--- config.mk ---
export PLATFORM = sky130hd
export DESIGN_NAME = ucie_ctl_rx_flow_buffer_flat
export DESIGN_NICKNAME = d
export VERILOG_FILES = /design/src/rtl/ucie_ctl_rx_flow_buffer_if.sv /design/src/rtl/ucie_ctl_rx_flow_buffer.sv /design/src/flat_wrapper.sv
export SDC_FILE = /design/constraint.sdc
export NUM_CORES = 1
export LEC_CHECK = 0
export ABC_CLOCK_PERIOD_IN_PS = 3000
export CORE_MARGIN = 1
export CORE_UTILIZATION = 50
export DETAILED_ROUTE_END_ITERATION = 6
export GPL_TIMING_DRIVEN = 0
export HOLD_SLACK_MARGIN = 0.15
export PLACE_DENSITY_LB_ADDON = 0.05
export SYNTH_ARGS = -nofsm -noshare
export SYNTH_HDL_FRONTEND = slang
export SYNTH_SLANG_ARGS = --single-unit
--- constraint.sdc ---
create_clock -name i_clk -period 3 [get_ports i_clk]
set_clock_uncertainty 0.1 [all_clocks]
set_input_delay 0.3 -clock i_clk [delete_from_list [all_inputs] [get_ports i_clk]]
set_output_delay 0.3 -clock i_clk [all_outputs]
set_load 0.01 [all_outputs]
--- src/rtl/ucie_ctl_rx_flow_buffer_if.sv ---
// ---------------------------------------------------------------------------
// ucie_ctl_rx_flow_buffer_if
//
// Bundles the flit-carrying signals of the receive flow buffer: the RDI
// receive side (data + valid, no backpressure) and the FDI side
// (data + valid out, ready in).
//
// Handshake: a flit moves across the FDI side on every rising clock edge
// where fdi_data_valid and fdi_ready are both 1. fdi_data_valid does not
// depend combinationally on fdi_ready, and once raised it stays up (with
// fdi_data stable) until that transfer happens, unless a flush or reset
// discards the flit. The RDI side has no ready: a flit is offered on every
// edge where rdi_pl_valid is 1.
//
// Modports:
//   slave  - the buffer: receives RDI data/valid and FDI ready,
//            drives FDI data/valid.
//   master - the environment around the buffer (RDI producer and FDI
//            consumer together).
// ---------------------------------------------------------------------------
interface ucie_ctl_rx_flow_buffer_if #(
  parameter int W = 64
);
  logic [W-1:0] rdi_pl_data;
  logic         rdi_pl_valid;
  logic [W-1:0] fdi_data;
  logic         fdi_data_valid;
  logic         fdi_ready;

  modport slave (
    input  rdi_pl_data,
    input  rdi_pl_valid,
    input  fdi_ready,
    output fdi_data,
    output fdi_data_valid
  );

  modport master (
    output rdi_pl_data,
    output rdi_pl_valid,
    output fdi_ready,
    input  fdi_data,
    input  fdi_data_valid
  );
endinterface

--- src/rtl/ucie_ctl_rx_flow_buffer.sv ---
// ---------------------------------------------------------------------------
// ucie_ctl_rx_flow_buffer
//
// Receive-side elastic buffer between the RDI receive datapath and the FDI
// data interface. Every valid RDI flit (while enabled) is captured into a
// DEPTH-entry circular FIFO; the FIFO head is presented through a registered
// output stage with a valid/ready handshake. When the FIFO is empty and the
// output stage is free, an incoming flit bypasses the FIFO and lands in the
// output register directly, giving one cycle of latency. Total capacity is
// DEPTH+1 flits (FIFO plus output register).
//
// Parameters:
//   NBYTES       - flit width in bytes (data width W = NBYTES*8)
//   DEPTH        - FIFO entries, power of two, >= 2
//   AFULL_THRESH - occupancy at which o_almost_full asserts, 1..DEPTH
//
// Ports:
//   i_clk               clock
//   i_rst               asynchronous active-low reset
//   bus                 RDI data/valid in, FDI data/valid out, FDI ready in
//   i_buffer_en         enables capture and output refill
//   i_flush             synchronous flush (highest priority)
//   i_ovf_clr           clears overflow flag and drop counter
//   o_count             FIFO occupancy (output register not included)
//   o_empty             o_count == 0
//   o_full              o_count == DEPTH
//   o_almost_full       o_count >= AFULL_THRESH
//   o_overflow_detected sticky: at least one flit dropped
//   o_drop_count        dropped flits, saturating at 255
//
// All outputs come straight from registers or are decoded from registered
// state only; there is no input-to-output combinational path. Note that
// o_empty is a decode of the count, so it reads 1 while in reset.
// ---------------------------------------------------------------------------
module ucie_ctl_rx_flow_buffer #(
  parameter int NBYTES       = 8,
  parameter int DEPTH        = 4,
  parameter int AFULL_THRESH = DEPTH - 1,
  localparam int W           = NBYTES * 8,
  localparam int AW          = $clog2(DEPTH),
  localparam int CW          = AW + 1
) (
  input  logic                       i_clk,
  input  logic                       i_rst,
  ucie_ctl_rx_flow_buffer_if.slave   bus,
  input  logic                       i_buffer_en,
  input  logic                       i_flush,
  input  logic                       i_ovf_clr,
  output logic [CW-1:0]              o_count,
  output logic                       o_empty,
  output logic                       o_full,
  output logic                       o_almost_full,
  output logic                       o_overflow_detected,
  output logic [7:0]                 o_drop_count
);

  localparam logic [CW-1:0] DEPTH_C = CW'(DEPTH);
  localparam logic [CW-1:0] AFULL_C = CW'(AFULL_THRESH);

  // -------------------------------------------------------------------------
  // State
  // -------------------------------------------------------------------------
  logic [W-1:0]  mem [DEPTH];
  logic [AW-1:0] wr_ptr_q;
  logic [AW-1:0] rd_ptr_q;
  logic [CW-1:0] count_q;
  logic [W-1:0]  data_q;
  logic          valid_q;
  logic          ovf_q;
  logic [7:0]    drop_q;

  // -------------------------------------------------------------------------
  // Per-cycle decisions
  // -------------------------------------------------------------------------
  logic push;
  logic pop;
  logic stage_free;
  logic fifo_nonempty;
  logic refill_en;
  logic fifo_rd;
  logic bypass;
  logic fifo_room;
  logic fifo_wr;
  logic drop;

  always_comb begin
    push          = i_buffer_en & bus.rdi_pl_valid;
    pop           = valid_q & bus.fdi_ready;
    stage_free    = ~valid_q | pop;
    fifo_nonempty = (count_q != '0);
    refill_en     = i_buffer_en & stage_free;

    // The FIFO head always takes priority over a new flit, so bypass only
    // happens with an empty FIFO and ordering stays strictly FIFO.
    fifo_rd       = refill_en & fifo_nonempty;
    bypass        = refill_en & ~fifo_nonempty & push;

    // A full FIFO still accepts a write when its head leaves in the same
    // cycle; that is what lets push+pop at count==DEPTH run without drops.
    fifo_room     = (count_q < DEPTH_C) | fifo_rd;
    fifo_wr       = push & ~bypass & fifo_room;
    drop          = push & ~bypass & ~fifo_room;
  end

  // -------------------------------------------------------------------------
  // Storage array: not reset, contents are only meaningful behind count_q.
  // -------------------------------------------------------------------------
  always_ff @(posedge i_clk) begin
    if (fifo_wr && !i_flush) begin
      mem[wr_ptr_q] <= bus.rdi_pl_data;
    end
  end

  // -------------------------------------------------------------------------
  // Pointers and occupancy. Pointers wrap naturally because DEPTH is a
  // power of two.
  // -------------------------------------------------------------------------
  always_ff @(posedge i_clk or negedge i_rst) begin
    if (!i_rst) begin
      wr_ptr_q <= '0;
      rd_ptr_q <= '0;
      count_q  <= '0;
    end else if (i_flush) begin
      wr_ptr_q <= '0;
      rd_ptr_q <= '0;
      count_q  <= '0;
    end else begin
      if (fifo_wr) begin
        wr_ptr_q <= wr_ptr_q + AW'(1);
      end
      if (fifo_rd) begin
        rd_ptr_q <= rd_ptr_q + AW'(1);
      end
      case ({fifo_wr, fifo_rd})
        2'b10:   count_q <= count_q + CW'(1);
        2'b01:   count_q <= count_q - CW'(1);
        default: count_q <= count_q;
      endcase
    end
  end

  // -------------------------------------------------------------------------
  // Output register. Flush drops the valid bit but leaves the data, so
  // o_fdi_data always shows the last flit loaded.
  // -------------------------------------------------------------------------
  always_ff @(posedge i_clk or negedge i_rst) begin
    if (!i_rst) begin
      data_q  <= '0;
      valid_q <= 1'b0;
    end else if (i_flush) begin
      valid_q <= 1'b0;
    end else if (refill_en) begin
      // Stage free and enabled: load the head, bypass the input, or go idle.
      if (fifo_rd) begin
        data_q  <= mem[rd_ptr_q];
        valid_q <= 1'b1;
      end else if (bypass) begin
        data_q  <= bus.rdi_pl_data;
        valid_q <= 1'b1;
      end else begin
        valid_q <= 1'b0;
      end
    end else if (pop) begin
      // Disabled buffer: a pending flit can still leave, but nothing refills.
      valid_q <= 1'b0;
    end
  end

  // -------------------------------------------------------------------------
  // Overflow flag and drop counter. A drop in the same cycle as a clear
  // wins, so the event is never lost: the counter restarts at 1.
  // Drops are not recorded during a flush since the push is discarded.
  // -------------------------------------------------------------------------
  always_ff @(posedge i_clk or negedge i_rst) begin
    if (!i_rst) begin
      ovf_q  <= 1'b0;
      drop_q <= '0;
    end else if (drop && !i_flush) begin
      ovf_q <= 1'b1;
      if (i_ovf_clr) begin
        drop_q <= 8'd1;
      end else if (drop_q != 8'hFF) begin
        drop_q <= drop_q + 8'd1;
      end
    end else if (i_ovf_clr) begin
      ovf_q  <= 1'b0;
      drop_q <= '0;
    end
  end

  // -------------------------------------------------------------------------
  // Outputs
  // -------------------------------------------------------------------------
  assign bus.fdi_data         = data_q;
  assign bus.fdi_data_valid   = valid_q;
  assign o_count              = count_q;
  assign o_empty              = (count_q == '0);
  assign o_full               = (count_q == DEPTH_C);
  assign o_almost_full        = (count_q >= AFULL_C);
  assign o_overflow_detected  = ovf_q;
  assign o_drop_count         = drop_q;

endmodule

--- src/flat_wrapper.sv ---
// flat-port wrapper written by rule: the top's interface ports become plain ports
module ucie_ctl_rx_flow_buffer_flat 
#(
  parameter int NBYTES       = 8,
  parameter int DEPTH        = 4,
  parameter int AFULL_THRESH = DEPTH - 1,
  localparam int W           = NBYTES * 8,
  localparam int AW          = $clog2(DEPTH),
  localparam int CW          = AW + 1
)
  (i_clk, i_rst, i_buffer_en, i_flush, i_ovf_clr, o_count, o_empty, o_full, o_almost_full, o_overflow_detected, o_drop_count, bus_rdi_pl_data, bus_rdi_pl_valid, bus_fdi_ready, bus_fdi_data, bus_fdi_data_valid);
  ucie_ctl_rx_flow_buffer_if #(.W((NBYTES * 8))) bus_i ();
  input  logic i_clk;
  input  logic i_rst;
  input  logic i_buffer_en;
  input  logic i_flush;
  input  logic i_ovf_clr;
  output logic [CW-1:0] o_count;
  output logic o_empty;
  output logic o_full;
  output logic o_almost_full;
  output logic o_overflow_detected;
  output logic [7:0] o_drop_count;
  input wire logic [$bits(bus_i.rdi_pl_data)-1:0] bus_rdi_pl_data;
  input wire logic [$bits(bus_i.rdi_pl_valid)-1:0] bus_rdi_pl_valid;
  input wire logic [$bits(bus_i.fdi_ready)-1:0] bus_fdi_ready;
  output wire logic [$bits(bus_i.fdi_data)-1:0] bus_fdi_data;
  output wire logic [$bits(bus_i.fdi_data_valid)-1:0] bus_fdi_data_valid;
  assign bus_i.rdi_pl_data = bus_rdi_pl_data;
  assign bus_i.rdi_pl_valid = bus_rdi_pl_valid;
  assign bus_i.fdi_ready = bus_fdi_ready;
  assign bus_fdi_data = bus_i.fdi_data;
  assign bus_fdi_data_valid = bus_i.fdi_data_valid;
  ucie_ctl_rx_flow_buffer #(.NBYTES(NBYTES), .DEPTH(DEPTH), .AFULL_THRESH(AFULL_THRESH)) u_core (.i_clk(i_clk), .i_rst(i_rst), .bus(bus_i), .i_buffer_en(i_buffer_en), .i_flush(i_flush), .i_ovf_clr(i_ovf_clr), .o_count(o_count), .o_empty(o_empty), .o_full(o_full), .o_almost_full(o_almost_full), .o_overflow_detected(o_overflow_detected), .o_drop_count(o_drop_count));
endmodule
[Yosys cells after proc, flatten, opt, wreduce, memory -nomap -nowiden]
Memory sizes are Yosys's and may differ from the RTL's.
Index checks and enable logic that the tools add are counted.
Operators by class
  add/subtract/negate cells: 5
  reductions and logical operators: 14
  bitwise logic cells: 16
  muxes and demuxes: 21
  eq/ne operators: 4
  magnitude comparators: 2
Operators with widths (count)
  two-way mux 64 bit: 2
  two-way mux 8 bit: 4
  nonzero test 2 bit: 5
  bitwise AND 1 bit: 9
  two-way mux 1 bit: 9
  nonzero test 3 bit: 3
  adder 8 x 1 -> 8 bit, second input constant: 1
  two-way mux 2 bit: 4
  inequality test 8 bit, second input constant: 1
  case mux 3 bit (2 select lines): 1
  NOT 1 bit: 5
  adder 2 x 1 -> 2 bit, second input constant: 2
  adder 3 x 1 -> 3 bit, second input constant: 1
  equality test 3 bit, second input constant: 1
  >= comparator 3 x 2 -> 1 bit, second input constant: 1
  zero test 3 bit: 1
  < comparator 3 bit, second input constant: 1
  two-way mux 3 bit: 1
  AND reduction 3 bit: 1
  subtractor 3 x 1 -> 3 bit, second input constant: 1
  equality test 2 x 1 -> 1 bit, second input constant: 1
  equality test 2 bit, second input constant: 1
  logical AND 1 bit: 2
  OR 1 bit: 2
  other kinds (2): 2
Storage, ports and cells
  memories kept: 1
  register bits after elaboration: 81
  output and inout bits: 80
  RAM bits: 256
  bits of input ports: 71
Memory list
  u_core.mem: depth 4, bits a word 64, read ports 1, clocked after memory_dff 0, write ports 1, RTL line ucie_ctl_rx_flow_buffer.sv:63  | logic [W-1:0] mem [DEPTH];

[Logic depth before layout (Yosys ltp)]
  word-level depth: 11
  mapped depth: 9
  gate-level depth less buffers: 6

[Worst setup path before layout]
OpenSTA, ideal clock, no wires.
  path type: register to register
  start point: register u_core.count_q[0] (netlist: u_core.o_count[0])
  end point: memory u_core.mem[1][0] (enable)
  buffers on the path: 1
  path slack: -0.437 ns
  data arrival time: 2.909 ns
  stages on the path, launching flop included: 6
  setup time: 0.429 ns
  cells stage by stage: dfrtp_1 -> or3_1 -> buf_2 -> inv_1 -> a2111oi_1 -> and2_1
On the way
  cells in the longest elaborated chain, start to end: 10
  elaborated cells between the ends (all ways): 13
  those cells by class: order compare (1); mux (2); bitwise (8); reduce/logical (2)
Ends and longest elaborated chain
  start, declared: RTL line ucie_ctl_rx_flow_buffer.sv:66  | logic [CW-1:0] count_q;
  start signal, assigned: RTL line ucie_ctl_rx_flow_buffer.sv:135  | 2'b10: count_q <= count_q + CW'(1);
  start signal, assigned: RTL line ucie_ctl_rx_flow_buffer.sv:136  | 2'b01: count_q <= count_q - CW'(1);
  start signal, assigned: RTL line ucie_ctl_rx_flow_buffer.sv:137  | default: count_q <= count_q;
  nonzero test 3 bit: RTL line ucie_ctl_rx_flow_buffer.sv:90  | fifo_nonempty = (count_q != '0);
  NOT 1 bit: RTL line ucie_ctl_rx_flow_buffer.sv:96  | bypass = refill_en & ~fifo_nonempty & push;
  bitwise AND 1 bit (2 in series): RTL line ucie_ctl_rx_flow_buffer.sv:96
  NOT 1 bit: RTL line ucie_ctl_rx_flow_buffer.sv:101  | fifo_wr = push & ~bypass & fifo_room;
  bitwise AND 1 bit: RTL line ucie_ctl_rx_flow_buffer.sv:101
  bitwise AND 1 bit (*): RTL line ucie_ctl_rx_flow_buffer.sv:101
  logical AND 1 bit (*): RTL line ucie_ctl_rx_flow_buffer.sv:109  | if (fifo_wr && !i_flush) begin
  two-way mux 1 bit (*): RTL line ucie_ctl_rx_flow_buffer.sv:109
  two-way mux 1 bit (implied by the code) (*): RTL line ucie_ctl_rx_flow_buffer.sv:110  | mem[wr_ptr_q] <= bus.rdi_pl_data;
  end, declared: RTL line ucie_ctl_rx_flow_buffer.sv:63
Every way passes the cells marked *; elsewhere a longest branch is shown, timed or not.

[Worst setup path after layout]
  start point: register u_core.count_q[0] (netlist: u_core.o_count[0])
  end point: register u_core.count_q[2] (netlist: u_core.o_count[2])
On the way
  cells in the longest elaborated chain, start to end: 10
  elaborated cells between the ends (all ways): 17
  those cells by class: add/sub (2); order compare (1); eq/ne (2); mux (2); bitwise (8); reduce/logical (2)
Ends and longest elaborated chain
  nonzero test 3 bit: RTL line ucie_ctl_rx_flow_buffer.sv:90
  NOT 1 bit: RTL line ucie_ctl_rx_flow_buffer.sv:96
  bitwise AND 1 bit (2 in series): RTL line ucie_ctl_rx_flow_buffer.sv:96
  NOT 1 bit: RTL line ucie_ctl_rx_flow_buffer.sv:101
  bitwise AND 1 bit (2 in series): RTL line ucie_ctl_rx_flow_buffer.sv:101
  equality test 2 x 1 -> 1 bit / equality test 2 bit (equally long branches): RTL line ucie_ctl_rx_flow_buffer.sv:134  | case ({fifo_wr, fifo_rd})
  case mux 3 bit (2 select lines): RTL line ucie_ctl_rx_flow_buffer.sv:134
  two-way mux 3 bit: RTL line ucie_ctl_rx_flow_buffer.sv:123  | end else if (i_flush) begin
Parallel ways exist; a longest one is shown, timed or not.
A chain may end at the register's enable or synchronous reset.

==> key figures <==
Layout
  – Layout area overhead: 24.7%
  – Most common cell after layout, fill and taps aside: edfxtp_1
  – Most frequent cells in the layout: edfxtp_1, clkdlybuf4s50_1, dfrtp_1
  – Layout cells sized above 1: around 18%
  – Net count, final: around 1000

Drt
  – DR pass1 iterations: 5
  – Routed WL: approximately 28000 um
  – DR vias/cell: ~5.7
  – ANT nets after route: 0
  – Residual DRC count: 0
  – Initial DRC count: 513
  – Vias post-DR: ~7300
  – Routed length per placed instance: roughly 22 um

CTS
  – Clk slew on worst S/H paths: roughly 0.060 ns
  – Max Buffers Root-to-Sink: 3
  – # clock sinks: 337
  – Later-pin clock latency in the skew report: approximately 0.5 ns
  – TritonCTS Buffers: 36
  – Root buffer cell: clkbuf_16
  – H-Tree Depth: 2
  – CTS tree: yes

Run
  – Max-cap violation count: 0

Setup path
  – Levels on crit path: 9
  – Setup crit end kind: flip-flop
  – RR Startpoint: u_core.o_count[0]
  – Reg-to-Reg End: u_core.o_count[2]
  – Critical-path maximum fanout: 10
  – WP data required: approximately 3.3 ns
  – CP bufs+invs: 3
  – Most used cell, CP: or3_1
  – CP Capture Point: u_core.o_count[2]
  – CP startpoint kind: flip-flop
  – Crit path arrival time: roughly 3.1 ns
  – Family with the most delay on the worst path: simple AND/OR/NAND/NOR gates
  – CP cell instances: or3_1 -> buf_2 -> nand3_4 -> buf_12 -> buf_6 -> nor2_1 -> fa_1 -> or3_1 -> a221oi_1
  – Flop2flop setup slack: 0.19 ns
  – Worst r2r path cells: 9
  – Crit. Startpoint: u_core.o_count[0]
  – Crit-path max cell delay: 0.45 ns
  – CP max-delay cell: dfrtp_2
  – WS Path Type: reg2reg

GRT
  – GRT overflow: 0
  – Initial antenna violation count: 1
  – Number of global-route vias before repair: roughly 7700
  – GR Util All Layers: a little over a fifth
  – Largest net degree at the start of global routing: 50
  – Global-route wire length before repair: between 40000 and 50000 um

Timing
  – RSZ-0062 raised after global routing: false
  – Setup TNS: 0 ns
  – Slew Limit Fails: 0
  – Final critical-path share of the clock period: between 90% and 100%
  – Worst-margin pin slew: ~0.8 ns
  – Final min period: between 2 and 3 ns
  – Final Setup Violations: 0
  – Endpoints failing hold: 0
  – Max_slew headroom: between 40 and 50%
  – Highest Clock Rate: 0.356 GHz
  – Setup WS post-layout: ~0.19 ns

Status
  – Status: complete, no violations

Placement
  – HPWL Detailed: ~17000 um
  – GP Congestion: about 0.82
  – Port Buffer Count: approximately 150
  – Pre-CTS worst setup slack: -0.256 ns

Die
  – Site Rows: 59
  – Die X-Extent: ~160 um
  – Die Y: 165 um
  – Die area: 0.0272 sq mm
  – I/O pin count: approximately 150
  – Core Area: about 0.026 sq mm
  – Initial Util: between 50% and 60%

Synthesis
  – Syn Area/Cell: 18.4 sq um
  – Post-synth EDFFs: 256
  – Synth Cell Area: about 0.013 sq mm
  – Seq/Total Area, Yosys: approximately 73%
  – Largest cells by area after synthesis: edfxtp_1, dfrtp_1, mux4_2
  – Yosys top cell area share: approximately 58%
  – Ys flop type: edfxtp_1
  – Dominant cell type by area after synthesis: edfxtp_1
  – Asr flop ratio synth: roughly 24%
  – Yosys cell types: 50
  – Yosys Warn Count: 0
  – Flops & latches, synth: between 300 and 400
  – Syn Inst Count: between 700 and 800
  – Syn nets: 799

Worst hold path
  – Hold WC Path Type: in2async

Power and ir drop
  – P_leak: about 6.2 nW
  – VDD IR-drop max: 538 uV
  – PD cells: roughly 640 mW/mm^2
==> report_power, final <==
part           switching, mW  total [mW]  leakage [nW]  internal [mW]
clock network           1.73        4.25         0.568           2.51
logic                  0.436       0.962          2.28          0.526
registers              0.115        5.33          3.34           5.21
==> Yosys cell counts (2+ instances only) <==
master and instances:
and2_1 4, ha_1 5, nand2_1 70, nor2_1 11, edfxtp_1 256, mux4_2 64
dfrtp_1 81, inv_1 6, nand4_1 2, a21o_1 2, a21oi_1 4, and3b_1 2
buf_6 8, buf_4 4, clkbuf_1 6, buf_2 15, nor3b_1 3, o21ai_1 19
o21ai_2 4, and3_1 2, xor2_1 2, buf_1 2, xnor2_1 2, nand2b_1 2
a211oi_1 2, nor3_1 5, mux2i_1 67, nand3_1 2, o21ai_0 44, clkbuf_2 4
or3_1 3
==> final cells by class <==
cell class	instances	area (sq um)
diodes	1	2.50
plain buffers	40	265
clock buffers	51	1040
clock inverters	15	110
fillers	1872	9530
inverters	6	22.5
multi-input cells	341	3290
flip-flops and latches	337	9720
well taps	335	419
repair buffers	157	1660
==> per-layer routing <==
metal	global-route usage, %	up-vias	wire length [um]
met5	0	-	0
met1	29.4	3850	12200
met3	3.97	42	1530
met4	5.84	0	504
met2	36.6	202	14200
li1	-	3241	-
==> worst min-delay path by stage <==
stage                                       start                      end  slack (ns)  depth (start not counted)
after floorplan                             i_rst   u_core.bus.fdi_data[0]        -0.1                          0
after global placement    u_core.bus.fdi_data[21]  u_core.bus.fdi_data[21]        0.36                          2
after detailed placement                    i_rst  u_core.bus.fdi_data[31]        0.25                          1
after CTS                                   i_rst  u_core.bus.fdi_data[24]        0.26                          2
after global routing                        i_rst  u_core.bus.fdi_data[24]        0.30                          2
final                                       i_rst  u_core.bus.fdi_data[24]        0.25                          2
==> timing repair <==
action | CTS | global route
hold buffers | 4 | 0
gates cloned | 2 | 0
hold endpoints to repair | 38 | 0
resized for setup | 1 | 2
pin swaps | 2 | 0
setup endpoints to repair | 68 | 165
setup buffers | 0 | 0
==> worst register-to-register path: stages (launching register included) <==
cell      delay (ns)
dfrtp_2         0.45
or3_1           0.37
buf_2           0.17
nand3_4         0.12
buf_12          0.16
buf_6           0.19
nor2_1          0.08
fa_1            0.42
or3_1           0.38
a221oi_1        0.26
==> per-stage QoR <==
stage | instances | utilization, % | power [mW] | hold WS, ns | instance area, sq um
after floorplan | 722 | - | 5.75 | -0.0956 | 13300
after global placement | 1205 | 58.2 | 6.35 | 0.361 | 15200
after global routing | 1282 | 63.4 | 10.9 | 0.303 | 16500
after CTS | 1282 | 63.4 | 10.7 | 0.258 | 16500
after detailed placement | 1210 | 58.7 | 6.39 | 0.250 | 15300
final | 1283 | 63.4 | 10.5 | 0.246 | 16500
==> kinds of logic (layout without fill, tap and decap cells) <==
logic type | Yosys count | count (layout) | share of synthesized area, %
XOR/XNOR | 4 | 4 | 0.264
AND/OR/NAND/NOR | 112 | 114 | 3.89
other | 0 | 1 | 0
AO/OA/AOI/OAI | 85 | 85 | 3.74
flip-flops | 337 | 337 | 73.3
buffers and inverters | 46 | 269 | 2.17
adder cells (fa/ha/maj) | 6 | 6 | 0.623
multiplexers | 132 | 132 | 16.0
==> state kept, by name, summed over array words and instances, names as in the netlist <==
signal	flops
u_core.wr_ptr_q	2
u_core.rd_ptr_q	2
u_core.o_overflow_detected	1
u_core.o_drop_count	8
u_core.bus.fdi_data_valid	1
u_core.mem	256
u_core.bus.fdi_data	64
u_core.o_count	3
(Power assumes the default switching activity.)
